**src/rtl/led_pwm_uart.sv**
```systemverilog
// led_pwm_uart -- UART-controlled bank of PWM LED channels.
//
// The host sends two-byte commands over 8N1 UART: an index byte (channel
// number, or 0xFF for all channels) followed by a value byte. The low
// PWM_BITS bits of the value become the channel duty. A completed write is
// answered with ACK (0x06) and an unknown index with NAK (0x15). If the value
// byte does not arrive within 32 bit-times, the command is dropped silently.
// Duty changes take effect only at the next PWM period boundary.
//
// Ports
//   clk   : sole clock, rising edge
//   rst   : asynchronous active-high reset
//   rx    : UART receive, idle high, asynchronous to clk
//   tx    : UART transmit, idle high, registered
//   leds  : per-channel PWM output, 1 = lit

// One PWM channel: duty register, period-aligned shadow, registered output.
module led_pwm_lane #(
  parameter int PWM_BITS = 8
) (
  input  logic                clk,
  input  logic                rst,
  input  logic                wr_i,
  input  logic [PWM_BITS-1:0] wdata_i,
  input  logic                wrap_i,   // counter is all-ones, wraps this edge
  input  logic [PWM_BITS-1:0] cnt_d_i,  // counter value after this edge
  output logic                led_o
);
  logic [PWM_BITS-1:0] duty_q, shadow_q, shadow_d;
  logic                led_q, led_d;

  // Compare against next-state values so led_q always equals
  // (shadow_q > cnt_q) in the same cycle.
  assign shadow_d = wrap_i ? duty_q : shadow_q;
  assign led_d    = shadow_d > cnt_d_i;

  always_ff @(posedge clk or posedge rst) begin
    if (rst) begin
      duty_q   <= '0;
      shadow_q <= '0;
      led_q    <= 1'b0;
    end else begin
      if (wr_i) duty_q <= wdata_i;
      shadow_q <= shadow_d;
      led_q    <= led_d;
    end
  end

  assign led_o = led_q;
endmodule

module led_pwm_uart #(
  parameter int CLK_HZ   = 12000000,
  parameter int BAUD     = 115200,
  parameter int N_LEDS   = 24,
  parameter int PWM_BITS = 8
) (
  input  logic              clk,
  input  logic              rst,
  input  logic              rx,
  output logic              tx,
  output logic [N_LEDS-1:0] leds
);
  localparam int CPB  = CLK_HZ / BAUD;
  localparam int HALF = CPB / 2;
  localparam int CW   = $clog2(CPB);
  localparam int TW   = $clog2(32 * CPB);
  localparam logic [CW-1:0] CPB_M1  = CW'(CPB - 1);
  localparam logic [CW-1:0] HALF_M1 = CW'(HALF - 1);
  localparam logic [TW-1:0] TMO_M1  = TW'(32 * CPB - 1);
  localparam logic [7:0]    NL8     = 8'(N_LEDS);
  localparam logic [7:0]    ACK     = 8'h06;
  localparam logic [7:0]    NAK     = 8'h15;

  // ---------------- rx synchroniser + falling-edge detect ----------------
  logic rx_meta_q, rx_s_q, rx_prev_q, rx_fall;

  always_ff @(posedge clk or posedge rst) begin
    if (rst) begin
      rx_meta_q <= 1'b1;
      rx_s_q    <= 1'b1;
      rx_prev_q <= 1'b1;
    end else begin
      rx_meta_q <= rx;
      rx_s_q    <= rx_meta_q;
      rx_prev_q <= rx_s_q;
    end
  end

  assign rx_fall = rx_prev_q & ~rx_s_q;

  // ---------------- receiver ----------------
  typedef enum logic [1:0] {R_IDLE, R_START, R_DATA, R_STOP} rx_st_e;
  rx_st_e          rs_q, rs_d;
  logic [CW-1:0]   rc_q, rc_d;
  logic [2:0]      rb_q, rb_d;
  logic [7:0]      rsh_q, rsh_d;
  logic            rx_vld;

  always_ff @(posedge clk or posedge rst) begin
    if (rst) begin
      rs_q  <= R_IDLE;
      rc_q  <= '0;
      rb_q  <= '0;
      rsh_q <= '0;
    end else begin
      rs_q  <= rs_d;
      rc_q  <= rc_d;
      rb_q  <= rb_d;
      rsh_q <= rsh_d;
    end
  end

  always_comb begin
    rs_d   = rs_q;
    rc_d   = rc_q;
    rb_d   = rb_q;
    rsh_d  = rsh_q;
    rx_vld = 1'b0;
    case (rs_q)
      R_IDLE: if (rx_fall) begin
        rs_d = R_START;
        rc_d = '0;
      end
      R_START: begin
        if (rc_q != HALF_M1) rc_d = rc_q + 1'b1;
        else if (rx_s_q) rs_d = R_IDLE;       // glitch, not a real start bit
        else begin
          rs_d = R_DATA;
          rc_d = '0;
          rb_d = '0;
        end
      end
      R_DATA: begin
        if (rc_q != CPB_M1) rc_d = rc_q + 1'b1;
        else begin
          rc_d  = '0;
          rsh_d = {rx_s_q, rsh_q[7:1]};
          if (rb_q == 3'd7) rs_d = R_STOP;
          else rb_d = rb_q + 3'd1;
        end
      end
      R_STOP: begin
        if (rc_q != CPB_M1) rc_d = rc_q + 1'b1;
        else begin
          rs_d   = R_IDLE;
          rx_vld = rx_s_q;                    // low stop bit drops the byte
        end
      end
    endcase
  end

  // ---------------- command parser ----------------
  typedef enum logic {P_IDX, P_VAL} ps_e;
  ps_e           ps_q, ps_d;
  logic [7:0]    tgt_q, tgt_d;
  logic [TW-1:0] tmo_q, tmo_d;
  logic          wr_en, resp_vld;
  logic [7:0]    resp_byte;

  always_ff @(posedge clk or posedge rst) begin
    if (rst) begin
      ps_q  <= P_IDX;
      tgt_q <= '0;
      tmo_q <= '0;
    end else begin
      ps_q  <= ps_d;
      tgt_q <= tgt_d;
      tmo_q <= tmo_d;
    end
  end

  always_comb begin
    ps_d      = ps_q;
    tgt_d     = tgt_q;
    tmo_d     = tmo_q;
    wr_en     = 1'b0;
    resp_vld  = 1'b0;
    resp_byte = ACK;
    case (ps_q)
      P_IDX: if (rx_vld) begin
        if (rsh_q < NL8 || rsh_q == 8'hFF) begin
          tgt_d = rsh_q;
          ps_d  = P_VAL;
          tmo_d = '0;
        end else begin
          resp_vld  = 1'b1;
          resp_byte = NAK;
        end
      end
      P_VAL: begin
        if (rx_vld) begin
          wr_en    = 1'b1;
          resp_vld = 1'b1;
          ps_d     = P_IDX;
        end else if (tmo_q == TMO_M1) ps_d = P_IDX;
        else tmo_d = tmo_q + 1'b1;
      end
    endcase
  end

  // ---------------- transmitter with 1-deep pending slot ----------------
  typedef enum logic {T_IDLE, T_BUSY} tx_st_e;
  tx_st_e        ts_q, ts_d;
  logic [9:0]    tsh_q, tsh_d;
  logic [CW-1:0] tc_q, tc_d;
  logic [3:0]    tb_q, tb_d;
  logic          tx_q, tx_d;
  logic          pv_q, pv_d;
  logic [7:0]    pb_q, pb_d;
  logic          load;
  logic [7:0]    load_b;

  always_ff @(posedge clk or posedge rst) begin
    if (rst) begin
      ts_q  <= T_IDLE;
      tsh_q <= '1;
      tc_q  <= '0;
      tb_q  <= '0;
      tx_q  <= 1'b1;
      pv_q  <= 1'b0;
      pb_q  <= '0;
    end else begin
      ts_q  <= ts_d;
      tsh_q <= tsh_d;
      tc_q  <= tc_d;
      tb_q  <= tb_d;
      tx_q  <= tx_d;
      pv_q  <= pv_d;
      pb_q  <= pb_d;
    end
  end

  always_comb begin
    ts_d   = ts_q;
    tsh_d  = tsh_q;
    tc_d   = tc_q;
    tb_d   = tb_q;
    tx_d   = tx_q;
    pv_d   = pv_q;
    pb_d   = pb_q;
    load   = 1'b0;
    load_b = resp_byte;
    case (ts_q)
      T_IDLE: load = resp_vld;
      T_BUSY: begin
        // a response arriving mid-frame parks in the slot, newest wins
        if (resp_vld) begin
          pv_d = 1'b1;
          pb_d = resp_byte;
        end
        if (tc_q != CPB_M1) tc_d = tc_q + 1'b1;
        else if (tb_q != 4'd9) begin
          tc_d  = '0;
          tb_d  = tb_q + 4'd1;
          tsh_d = {1'b1, tsh_q[9:1]};
          tx_d  = tsh_q[1];
        end else if (pv_q) begin
          load   = 1'b1;
          load_b = pb_q;
          pv_d   = resp_vld;
        end else if (resp_vld) begin
          load = 1'b1;
          pv_d = 1'b0;
        end else begin
          ts_d = T_IDLE;
          tx_d = 1'b1;
        end
      end
    endcase
    if (load) begin
      ts_d  = T_BUSY;
      tsh_d = {1'b1, load_b, 1'b0};
      tx_d  = 1'b0;
      tc_d  = '0;
      tb_d  = '0;
    end
  end

  assign tx = tx_q;

  // ---------------- PWM counter and channel lanes ----------------
  logic [PWM_BITS-1:0] cnt_q, cnt_d;
  logic                wrap;

  assign cnt_d = cnt_q + 1'b1;
  assign wrap  = &cnt_q;

  always_ff @(posedge clk or posedge rst) begin
    if (rst) cnt_q <= '0;
    else     cnt_q <= cnt_d;
  end

  for (genvar i = 0; i < N_LEDS; i++) begin : g_lane
    localparam logic [7:0] LI = 8'(i);
    logic lane_wr;
    assign lane_wr = wr_en && (tgt_q == LI || tgt_q == 8'hFF);
    led_pwm_lane #(.PWM_BITS(PWM_BITS)) u_lane (
      .clk     (clk),
      .rst     (rst),
      .wr_i    (lane_wr),
      .wdata_i (rsh_q[PWM_BITS-1:0]),
      .wrap_i  (wrap),
      .cnt_d_i (cnt_d),
      .led_o   (leds[i])
    );
  end
endmodule

```
**config.mk**
```make
export PLATFORM = sky130hd
export DESIGN_NAME = led_pwm_uart
export DESIGN_NICKNAME = d
export VERILOG_FILES = /design/src/rtl/led_pwm_uart.sv
export SDC_FILE = /design/constraint.sdc
export NUM_CORES = 1
export LEC_CHECK = 0
export BUFFER_PORTS_ARGS = -buffer_cell sky130_fd_sc_hd__buf_2
export CAP_MARGIN = 10
export CORE_ASPECT_RATIO = 1.25
export CORE_MARGIN = 4
export CORE_UTILIZATION = 50
export CTS_CLUSTER_DIAMETER = 50
export DETAILED_ROUTE_END_ITERATION = 8
export PLACE_DENSITY = 0.73
export SKIP_LAST_GASP = 1
export SLEW_MARGIN = 20
export SYNTH_ARGS = -nofsm -noshare
export SYNTH_HDL_FRONTEND = slang
export SYNTH_SLANG_ARGS = --single-unit
```
**constraint.sdc**
```tcl
create_clock -name clk -period 18.76 [get_ports clk]
set_clock_uncertainty 0.1 [all_clocks]
set_input_delay 3.752 -clock clk [delete_from_list [all_inputs] [get_ports clk]]
set_output_delay 3.752 -clock clk [all_outputs]
set_load 0.03 [all_outputs]
```
==> results of run 1 <==
[worst reg2reg max path: stages, from the launching register on]
cell and delay [ns]:
sky130_fd_sc_hd__dfrtp_1 0.42, sky130_fd_sc_hd__ha_1 0.26, sky130_fd_sc_hd__nand3_1 0.12, sky130_fd_sc_hd__inv_1 0.08, sky130_fd_sc_hd__nand3_4 0.22, sky130_fd_sc_hd__buf_4 0.69, sky130_fd_sc_hd__buf_4 0.81, sky130_fd_sc_hd__mux2_2 0.48
sky130_fd_sc_hd__ha_1 0.29, sky130_fd_sc_hd__nor2b_1 0.14, sky130_fd_sc_hd__o21a_1 0.16, sky130_fd_sc_hd__o21a_1 0.17, sky130_fd_sc_hd__o21a_1 0.16, sky130_fd_sc_hd__o21ai_0 0.18, sky130_fd_sc_hd__a21oi_1 0.10
[cells in the mapped netlist (2+ instances only)]
cell type,count,area share (%)
sky130_fd_sc_hd__ha_1,202,11
sky130_fd_sc_hd__buf_1,4,0.064
sky130_fd_sc_hd__dfrtp_1,473,51
sky130_fd_sc_hd__xor2_1,16,0.60
sky130_fd_sc_hd__buf_2,29,0.62
sky130_fd_sc_hd__nand2b_1,17,0.46
sky130_fd_sc_hd__o2111ai_1,3,0.11
sky130_fd_sc_hd__o21ai_1,3,0.064
sky130_fd_sc_hd__o21ai_2,23,0.86
sky130_fd_sc_hd__o211ai_1,3,0.097
sky130_fd_sc_hd__and2_1,2,0.054
sky130_fd_sc_hd__nand4b_4,2,0.20
sky130_fd_sc_hd__a21boi_1,2,0.064
sky130_fd_sc_hd__nand4_1,24,0.64
sky130_fd_sc_hd__nand2_1,51,0.82
sky130_fd_sc_hd__and3_1,18,0.48
sky130_fd_sc_hd__inv_1,52,0.84
sky130_fd_sc_hd__nor3_1,9,0.19
sky130_fd_sc_hd__xnor2_1,3,0.11
sky130_fd_sc_hd__mux2_2,374,18
sky130_fd_sc_hd__a22oi_1,6,0.19
sky130_fd_sc_hd__a221o_1,2,0.086
sky130_fd_sc_hd__nor2_1,72,1.2
sky130_fd_sc_hd__a21oi_1,67,1.4
sky130_fd_sc_hd__o31ai_1,5,0.16
sky130_fd_sc_hd__o21ai_0,38,0.82
sky130_fd_sc_hd__and4_1,8,0.30
sky130_fd_sc_hd__buf_4,24,0.77
sky130_fd_sc_hd__a22o_1,17,0.64
sky130_fd_sc_hd__a41oi_1,2,0.075
sky130_fd_sc_hd__o21a_1,32,1.0
sky130_fd_sc_hd__o41ai_1,4,0.15
sky130_fd_sc_hd__o22ai_1,8,0.21
sky130_fd_sc_hd__a21o_1,32,1.0
sky130_fd_sc_hd__a31oi_1,6,0.16
sky130_fd_sc_hd__dfstp_2,12,1.4
sky130_fd_sc_hd__clkbuf_1,27,0.44
sky130_fd_sc_hd__o21bai_1,5,0.16
sky130_fd_sc_hd__mux2i_1,25,1.1
sky130_fd_sc_hd__nor2b_1,23,0.62
sky130_fd_sc_hd__nand3_1,34,0.73
[cell usage in the layout, fill, tap and decap left out, types with 6 or more instances in the layout]
| master | instances |
|---|---|
| sky130_fd_sc_hd__a21o_1 | 32 |
| sky130_fd_sc_hd__a21oi_1 | 67 |
| sky130_fd_sc_hd__a22o_1 | 17 |
| sky130_fd_sc_hd__a22oi_1 | 6 |
| sky130_fd_sc_hd__a31oi_1 | 6 |
| sky130_fd_sc_hd__and3_1 | 18 |
| sky130_fd_sc_hd__and4_1 | 8 |
| sky130_fd_sc_hd__buf_2 | 27 |
| sky130_fd_sc_hd__buf_4 | 25 |
| sky130_fd_sc_hd__clkbuf_1 | 10 |
| sky130_fd_sc_hd__clkbuf_16 | 49 |
| sky130_fd_sc_hd__clkbuf_8 | 14 |
| sky130_fd_sc_hd__dfrtp_1 | 473 |
| sky130_fd_sc_hd__dfstp_2 | 12 |
| sky130_fd_sc_hd__ha_1 | 202 |
| sky130_fd_sc_hd__inv_1 | 51 |
| sky130_fd_sc_hd__mux2_2 | 374 |
| sky130_fd_sc_hd__mux2i_1 | 25 |
| sky130_fd_sc_hd__nand2_1 | 51 |
| sky130_fd_sc_hd__nand2b_1 | 17 |
| sky130_fd_sc_hd__nand3_1 | 33 |
| sky130_fd_sc_hd__nand4_1 | 24 |
| sky130_fd_sc_hd__nor2_1 | 72 |
| sky130_fd_sc_hd__nor2b_1 | 23 |
| sky130_fd_sc_hd__nor3_1 | 9 |
| sky130_fd_sc_hd__o21a_1 | 32 |
| sky130_fd_sc_hd__o21ai_0 | 38 |
| sky130_fd_sc_hd__o21ai_2 | 23 |
| sky130_fd_sc_hd__o22ai_1 | 8 |
| sky130_fd_sc_hd__xor2_1 | 15 |
[logic make-up (layout without fill, tap and decap cells)]
group	Yosys count	count (layout)	synth area share, %
compound gates	269	269	8.02
xor+xnor	19	19	0.714
fa+ha+maj	202	202	10.8
buf+inv	138	194	2.80
flops	485	485	52.2
mux	399	399	19.2
simple gates	276	276	6.30
[cell type report]
cell class,instances,area [um^2]
clock buffers,73,1460
clock inverters,14,165
fillers,3683,20500
inverters,53,206
multi-input cells,1165,10500
flip-flops and latches,485,12200
well taps,585,732
repair buffers,54,362
[routing by layer]
layer,GRT usage (%),vias up
met1,24.4,7273
li1,-,6486
met3,2.89,110
met4,7.40,0
met2,34.5,211
met5,0,-
[sequential cells by signal, summed over array words and instances (netlist names), 4 cells and up, named ones only]
register and flops:
g_lane.u_lane.duty_q 192, g_lane.u_lane.shadow_q 192, g_lane.u_lane.led_o 24, tmo_q 12, cnt_q 8, rsh_q 8
tgt_q 8, tsh_q 8, rc_q 7, tc_q 7, tb_q 4
[power by group through the flow]
stage	logic (mW)	clock network, mW	registers [mW]
after floorplan	0.0477	0	1.08
after global placement	0.0525	0	1.09
after detailed placement	0.0561	0	1.09
after CTS	0.0560	1.01	1.07
after global routing	0.0647	1.05	1.07
final	0.0551	0.984	1.07
[metrics by stage]
step	util, %	cells
2_1_floorplan	-	1788
3_3_place_gp	51.9	2341
3_5_place_dp	51.9	2341
4_1_cts	55.4	2428
5_1_grt	55.5	2429
6_report	55.5	2429
[worst min path at each step]
stage,slack [ns],endpoint,cells after the start,from
after floorplan,0.25,rx_s_q,0,rx_meta_q
after global placement,0.25,rx_s_q,0,rx_meta_q
after detailed placement,0.25,rx_s_q,0,rx_meta_q
after CTS,0.26,rx_s_q,0,rx_meta_q
after global routing,0.26,rx_s_q,0,rx_meta_q
final,0.26,rx_s_q,0,rx_meta_q
==> summary.log, run 1 <==
[global_routing] number of global-route vias before repair 14974
[clock_tree] total clock sinks 485
[routing] amount of wire on met2 after detailed routing 24500 um
[synthesis] count of flip-flops with a built-in enable after synthesis 0
[setup_path] family of cells with the greatest summed delay on the critical path buffers and inverters
[sta] RSZ-0062 raised after global routing false
[setup_path] number of gates on the worst path with buffers counted 6
[worst_hold_path] worst min-delay path category register to register
[sta] final setup fails 0
[finish] final instance area 25600 um^2
[finish] net total in the final layout 2013
[clock_tree] buffers from clock root to sink, at most 3
[power] leakage power figure 13.9 nW
[sta] transition at the pin with the smallest max-transition slack 1.03 ns
[power] switch share 21.8%
[routing] length of routed met3 wiring 1570 um
[power] power share of the combinational group 2.6%
[setup_path] Worst Path Required 19.29 ns
[power] Worst IR Drop VDD 56.3 uV
[synthesis] Mapped Area 23300 um^2
[die] I/O pins 28
[setup_path] endpoint type of the worst setup path asynchronous set/reset pin
[routing] total wirelength of the detailed-routed design 48500 um
[setup_path] launching instance or port of the critical path rst
[routing] average wire per cell in the routed design 20.0 um
[setup_path] cell type with the highest occurrence count on the critical path sky130_fd_sc_hd__buf_4
[sta] highest clock rate 157 MHz
[die] Die Ht 249 um
[finish] share of post-route cells with drive strength above 1 30.3%
[clock_tree] depth of the CTS H-tree 2
[synthesis] Seq cells post-synth 485
[clock_tree] number of gates resized after CTS 0
[place] dpl cell area 23900 um^2
[routing] post-DR vias/cell 5.80
[power] internal power of the cells 1.65 mW
[clock_tree] latest clock arrival within the worst-skew pair 0.59 ns
[power] sum of internal, switching and leakage power 2.11 mW
[synthesis] register area share after synthesis 52.2%
[routing] top layer used by detailed routing met4
[sta] post-route worst hold slack 0.256 ns
[routing] vias 14080
[global_routing] GRT overflow 0
[die] die extent in x 201 um
[setup_path] length in cells of the worst reg-to-reg path 14
[sta] Min Clock Period, post-route 6.38 ns
[power] Clock power frac 46.7%
[global_routing] GRT Overall Usage 19.6%
[power] net switching power 0.460 mW
[global_routing] maximum number of pins on one net before global-route repair 119
[synthesis] Yosys Warn Count 0
[routing] residual antenna-violating net count after detailed routing 0
[setup_path] slack of the worst reg-to-reg path 14.27 ns
[status] result of the run finished, final reports clean
[sta] Final Hold Vio Count 0
[setup_path] R2R Path End g_lane[4].u_lane.led_o
[sta] post-route setup slack 12.38 ns
[setup_path] count of buffer and inverter cells on the critical path 6
[synthesis] Net Count, Synth 1993
[routing] first-pass detailed-route iteration total 4
[finish] Antenna diodes 0
[global_routing] antenna violations before repair 0
[sta] Final Max Slew Viols 0
[power] power density over the cells 82.4 nW/um^2
[job] count of max-cap constraint violations 0
[setup_path] end point of the critical path g_lane[20].u_lane.shadow_q[3]
[clock_tree] Setup Buffers After CTS 0
[setup_path] worst setup path class input pin to asynchronous set/reset pin
[setup_path] CP max FO 118
[die] placement row count 88
[clock_tree] clock-pin transition on the worst setup and hold timing paths 0.06 ns
[place] Setup WS pre-CTS 11.10 ns
[routing] drc violations 0
[die] starting density of the core 50.5%
[setup_path] arrival time at the worst endpoint 6.91 ns
[synthesis] number of distinct library cells after synthesis 70
[synthesis] proportion of register bits with asynchronous set or reset after synthesis 100%
[routing] detailed-routing wirelength on met1 20800 um
[clock_tree] TritonCTS buffer count 49
[sta] Setup TNS Final 0 ns
[clock_tree] CTS tree done
[die] area enclosed by the die boundary 50100 um^2
[setup_path] Critical Path, Cell by Cell buf_2 > inv_8 > buf_4 > buf_4 > buf_16 > buf_6
[sta] worst-case headroom to the max-slew limit 31.2%
[setup_path] startpoint type of the worst setup path input pin
[setup_path] reg-to-reg startpoint cnt_q[0]
[finish] area growth from synthesis to final layout 9.88%
[setup_path] slowest cell delay on critical path 0.88 ns
[place] Post-DP HPWL 29300 um
[routing] Iteration-0 DRC Markers 703
[clock_tree] hold_buf cts 0
[place] count of port buffers added during placement 27
[place] gpl congestion 0.804
[global_routing] first-pass GRT wire length 79400 um
[die] Placeable Area 46100 um^2
[sta] share of the clock period used by the worst path 34.0%
[synthesis] instance count of the mapped netlist 1788
[clock_tree] clock root buffer sky130_fd_sc_hd__clkbuf_16
[synthesis] commonest register cell after synthesis sky130_fd_sc_hd__dfrtp_1
[synthesis] average instance area after synthesis 13.0 um^2
[setup_path] standard cell with the maximum stage delay on the critical path sky130_fd_sc_hd__buf_4
[power] Flop pwr share 50.7%
(Power assumes the default switching activity.)
==> inputs of run 2 (changes only) <==
--- a/config.mk
+++ b/config.mk
@@ -12,7 +12,7 @@
 export CORE_UTILIZATION = 50
 export CTS_CLUSTER_DIAMETER = 50
 export DETAILED_ROUTE_END_ITERATION = 8
-export PLACE_DENSITY = 0.73
+export PLACE_DENSITY = 0.75
 export SKIP_LAST_GASP = 1
 export SLEW_MARGIN = 20
 export SYNTH_ARGS = -nofsm -noshare
==> constraint.sdc (replaced) <==
create_clock -name clk -period 5.6 [get_ports clk]
set_clock_uncertainty 0.1 [all_clocks]
set_input_delay 1.12 -clock clk [delete_from_list [all_inputs] [get_ports clk]]
set_output_delay 1.12 -clock clk [all_outputs]
set_load 0.03 [all_outputs]
==> run 2 against run 1 <==
  * Clock-buffer cell count shrank 2
  * Sequential power grew to 3.4 times the previous value
  * Register-to-register slack lost 13 ns
  * Sequential share of layout area shrank 0.22 points
  * Highest routed layer unchanged
  * Cell area grew 0.47%
  * Setup slack lost 11 ns
  * First-iteration DRC count grew 0.14%
  * Hold slack gained 0.0095 ns
  * Combinational power grew to 3.3 times the previous value
  * Utilization grew 0.26 points
  * Largest cell class unchanged
  * Critical endpoint is now g_lane[4].u_lane.led_o
  * Via count shrank 0.50%
==> summary.log, run 2 (same netlist as run 1, synthesis figures left out) <==
[die] I/O pins 28
[finish] area taken by flip-flops and latches 12200 um^2
[global_routing] GRT overflow 0
[die] Die Ht 249 um
[sta] post-route setup slack 1.58 ns
[clock_tree] number of gates resized after CTS 0
[finish] Antenna diodes 0
[global_routing] antenna violations before repair 0
[setup_path] CP max FO 50
[sta] worst-case headroom to the max-slew limit 35.0%
[setup_path] arrival time at the worst endpoint 4.37 ns
[power] Clock power frac 47.2%
[routing] average wire per cell in the routed design 19.9 um
[die] Placeable Area 46100 um^2
[clock_tree] latest clock arrival within the worst-skew pair 0.57 ns
[power] power share of the combinational group 2.6%
[power] sum of internal, switching and leakage power 7.13 mW
[sta] RSZ-0062 raised after global routing false
[clock_tree] Setup Buffers After CTS 0
[setup_path] startpoint type of the worst setup path register
[finish] share of post-route cells with drive strength above 1 30.6%
[setup_path] R2R Path End g_lane[4].u_lane.led_o
[sta] Final Max Slew Viols 0
[setup_path] endpoint type of the worst setup path register
[routing] total wirelength of the detailed-routed design 48400 um
[global_routing] first-pass GRT wire length 79600 um
[die] starting density of the core 50.5%
[finish] post-layout utilization of the core 55.7%
[global_routing] maximum number of pins on one net before global-route repair 178
[setup_path] worst setup path class register to register
[clock_tree] TritonCTS buffer count 50
[global_routing] number of global-route vias before repair 15029
[clock_tree] buffers from clock root to sink, at most 3
[sta] Final Hold Vio Count 0
[global_routing] GRT Overall Usage 19.4%
[routing] vias 14009
[worst_hold_path] worst min-delay path category register to register
[die] placement row count 88
[sta] final setup fails 0
[status] result of the run finished, final reports clean
[finish] net total in the final layout 2015
[setup_path] slack of the worst reg-to-reg path 1.58 ns
[finish] area growth from synthesis to final layout 10.4%
[routing] first-pass detailed-route iteration total 7
[job] count of max-cap constraint violations 0
[sta] share of the clock period used by the worst path 71.9%
[power] switch share 21.9%
[routing] drc violations 0
[clock_tree] CTS tree done
[place] total instance count after detailed placement 2343
[setup_path] Worst Path Required 5.95 ns
[sta] Min Clock Period, post-route 4.02 ns
[clock_tree] clock-pin transition on the worst setup and hold timing paths 0.06 ns
[power] Worst IR Drop VDD 226 uV
[routing] Iteration-0 DRC Markers 704
[setup_path] length in cells of the worst reg-to-reg path 13
[clock_tree] total clock sinks 485
[clock_tree] hold_buf cts 0
[finish] most frequent cells in the layout 473 x sky130_fd_sc_hd__dfrtp_1, 374 x sky130_fd_sc_hd__mux2_2, 202 x sky130_fd_sc_hd__ha_1, 72 x sky130_fd_sc_hd__nor2_1, 67 x sky130_fd_sc_hd__a21oi_1
[power] power density over the cells 277 nW/um^2
[place] Post-DP HPWL 30200 um
[setup_path] end point of the critical path g_lane[4].u_lane.led_o
[clock_tree] depth of the CTS H-tree 2
[power] Flop pwr share 50.3%
[finish] combined area of the multi-input logic cells 10500 um^2
[routing] residual antenna-violating net count after detailed routing 0
[power] internal power of the cells 5.57 mW
[setup_path] reg-to-reg startpoint cnt_q[0]
[setup_path] launching instance or port of the critical path cnt_q[0]
[sta] highest clock rate 248 MHz
[finish] most common cell after layout, fill and taps aside sky130_fd_sc_hd__dfrtp_1
[die] area enclosed by the die boundary 50100 um^2
[sta] transition at the pin with the smallest max-transition slack 0.973 ns
[power] leakage power figure 13.9 nW
[clock_tree] clock root buffer sky130_fd_sc_hd__clkbuf_16
[finish] final standard cell count with taps included and fillers excluded 2436
[routing] post-DR vias/cell 5.75
[place] gpl congestion 0.819
[die] die extent in x 201 um
[power] net switching power 1.56 mW
[place] count of port buffers added during placement 27
[place] Setup WS pre-CTS 1.57 ns
[finish] Filler cells 3703
-- run 2: cell count changes in the layout (fill, tap and decap cells not counted), sizes merged --
cell,before,now
clkinv,7,14
clkbuf,73,71
clkinvlp,2,4
buf,54,55
inv,55,54
-- run 2: through the flow --
stage          setup TNS, ns  area, um^2  hold slack [ns]
6_report                   0       25700            0.266
5_1_grt                    0       25700            0.266
3_5_place_dp               0       24000            0.248
2_1_floorplan       -1037.72       23300            0.245
4_1_cts                    0       25700            0.266
3_3_place_gp               0       24000            0.250
-- run 2: area by class of cell --
type | count | area share [%]
clock buffers | 71 | 5.72
clock inverters | 22 | 0.842
inverters | 53 | 0.788
multi-input cells | 1165 | 40.9
flip-flops and latches | 485 | 47.3
well taps | 585 | 2.85
repair buffers | 55 | 1.63
-- run 2: per-layer routing --
metal / track usage, % / wire length (um) / part of all wire (%)
met4: 5.17 / 1130 / 2.3
met1: 25.6 / 21600 / 45
met2: 34.1 / 24400 / 50
met3: 2.49 / 1300 / 2.7
met5: 0 / 0 / 0
-- run 2: critical path: stages (launching register included) --
cell and delay (ns):
sky130_fd_sc_hd__dfrtp_1 0.42, sky130_fd_sc_hd__ha_1 0.26, sky130_fd_sc_hd__nand3_1 0.11, sky130_fd_sc_hd__inv_1 0.08
sky130_fd_sc_hd__nand3_4 0.63, sky130_fd_sc_hd__buf_4 0.68, sky130_fd_sc_hd__mux2_2 0.42, sky130_fd_sc_hd__ha_1 0.28
sky130_fd_sc_hd__nor2b_1 0.13, sky130_fd_sc_hd__o21a_1 0.17, sky130_fd_sc_hd__o21a_1 0.17, sky130_fd_sc_hd__o21a_1 0.17
sky130_fd_sc_hd__o21ai_0 0.16, sky130_fd_sc_hd__a21oi_1 0.09
-- run 2: how the worst min path moves through the flow --
stage                        end  depth (start not counted)  startpoint
after floorplan           rx_s_q                          0   rx_meta_q
after global routing      rx_s_q                          0   rx_meta_q
after global placement    rx_s_q                          0   rx_meta_q
after detailed placement  rx_s_q                          0   rx_meta_q
final                     rx_s_q                          0   rx_meta_q
after CTS                 rx_s_q                          0   rx_meta_q
-- run 2: power by group through the flow --
stage                     logic, mW  clock network (mW)  registers [mW]
final                         0.184                3.36            3.59
after global routing          0.217                3.57            3.59
after CTS                     0.191                3.44            3.58
after detailed placement      0.190                   0            3.65
after global placement        0.182                   0            3.65
after floorplan               0.160                   0            3.63
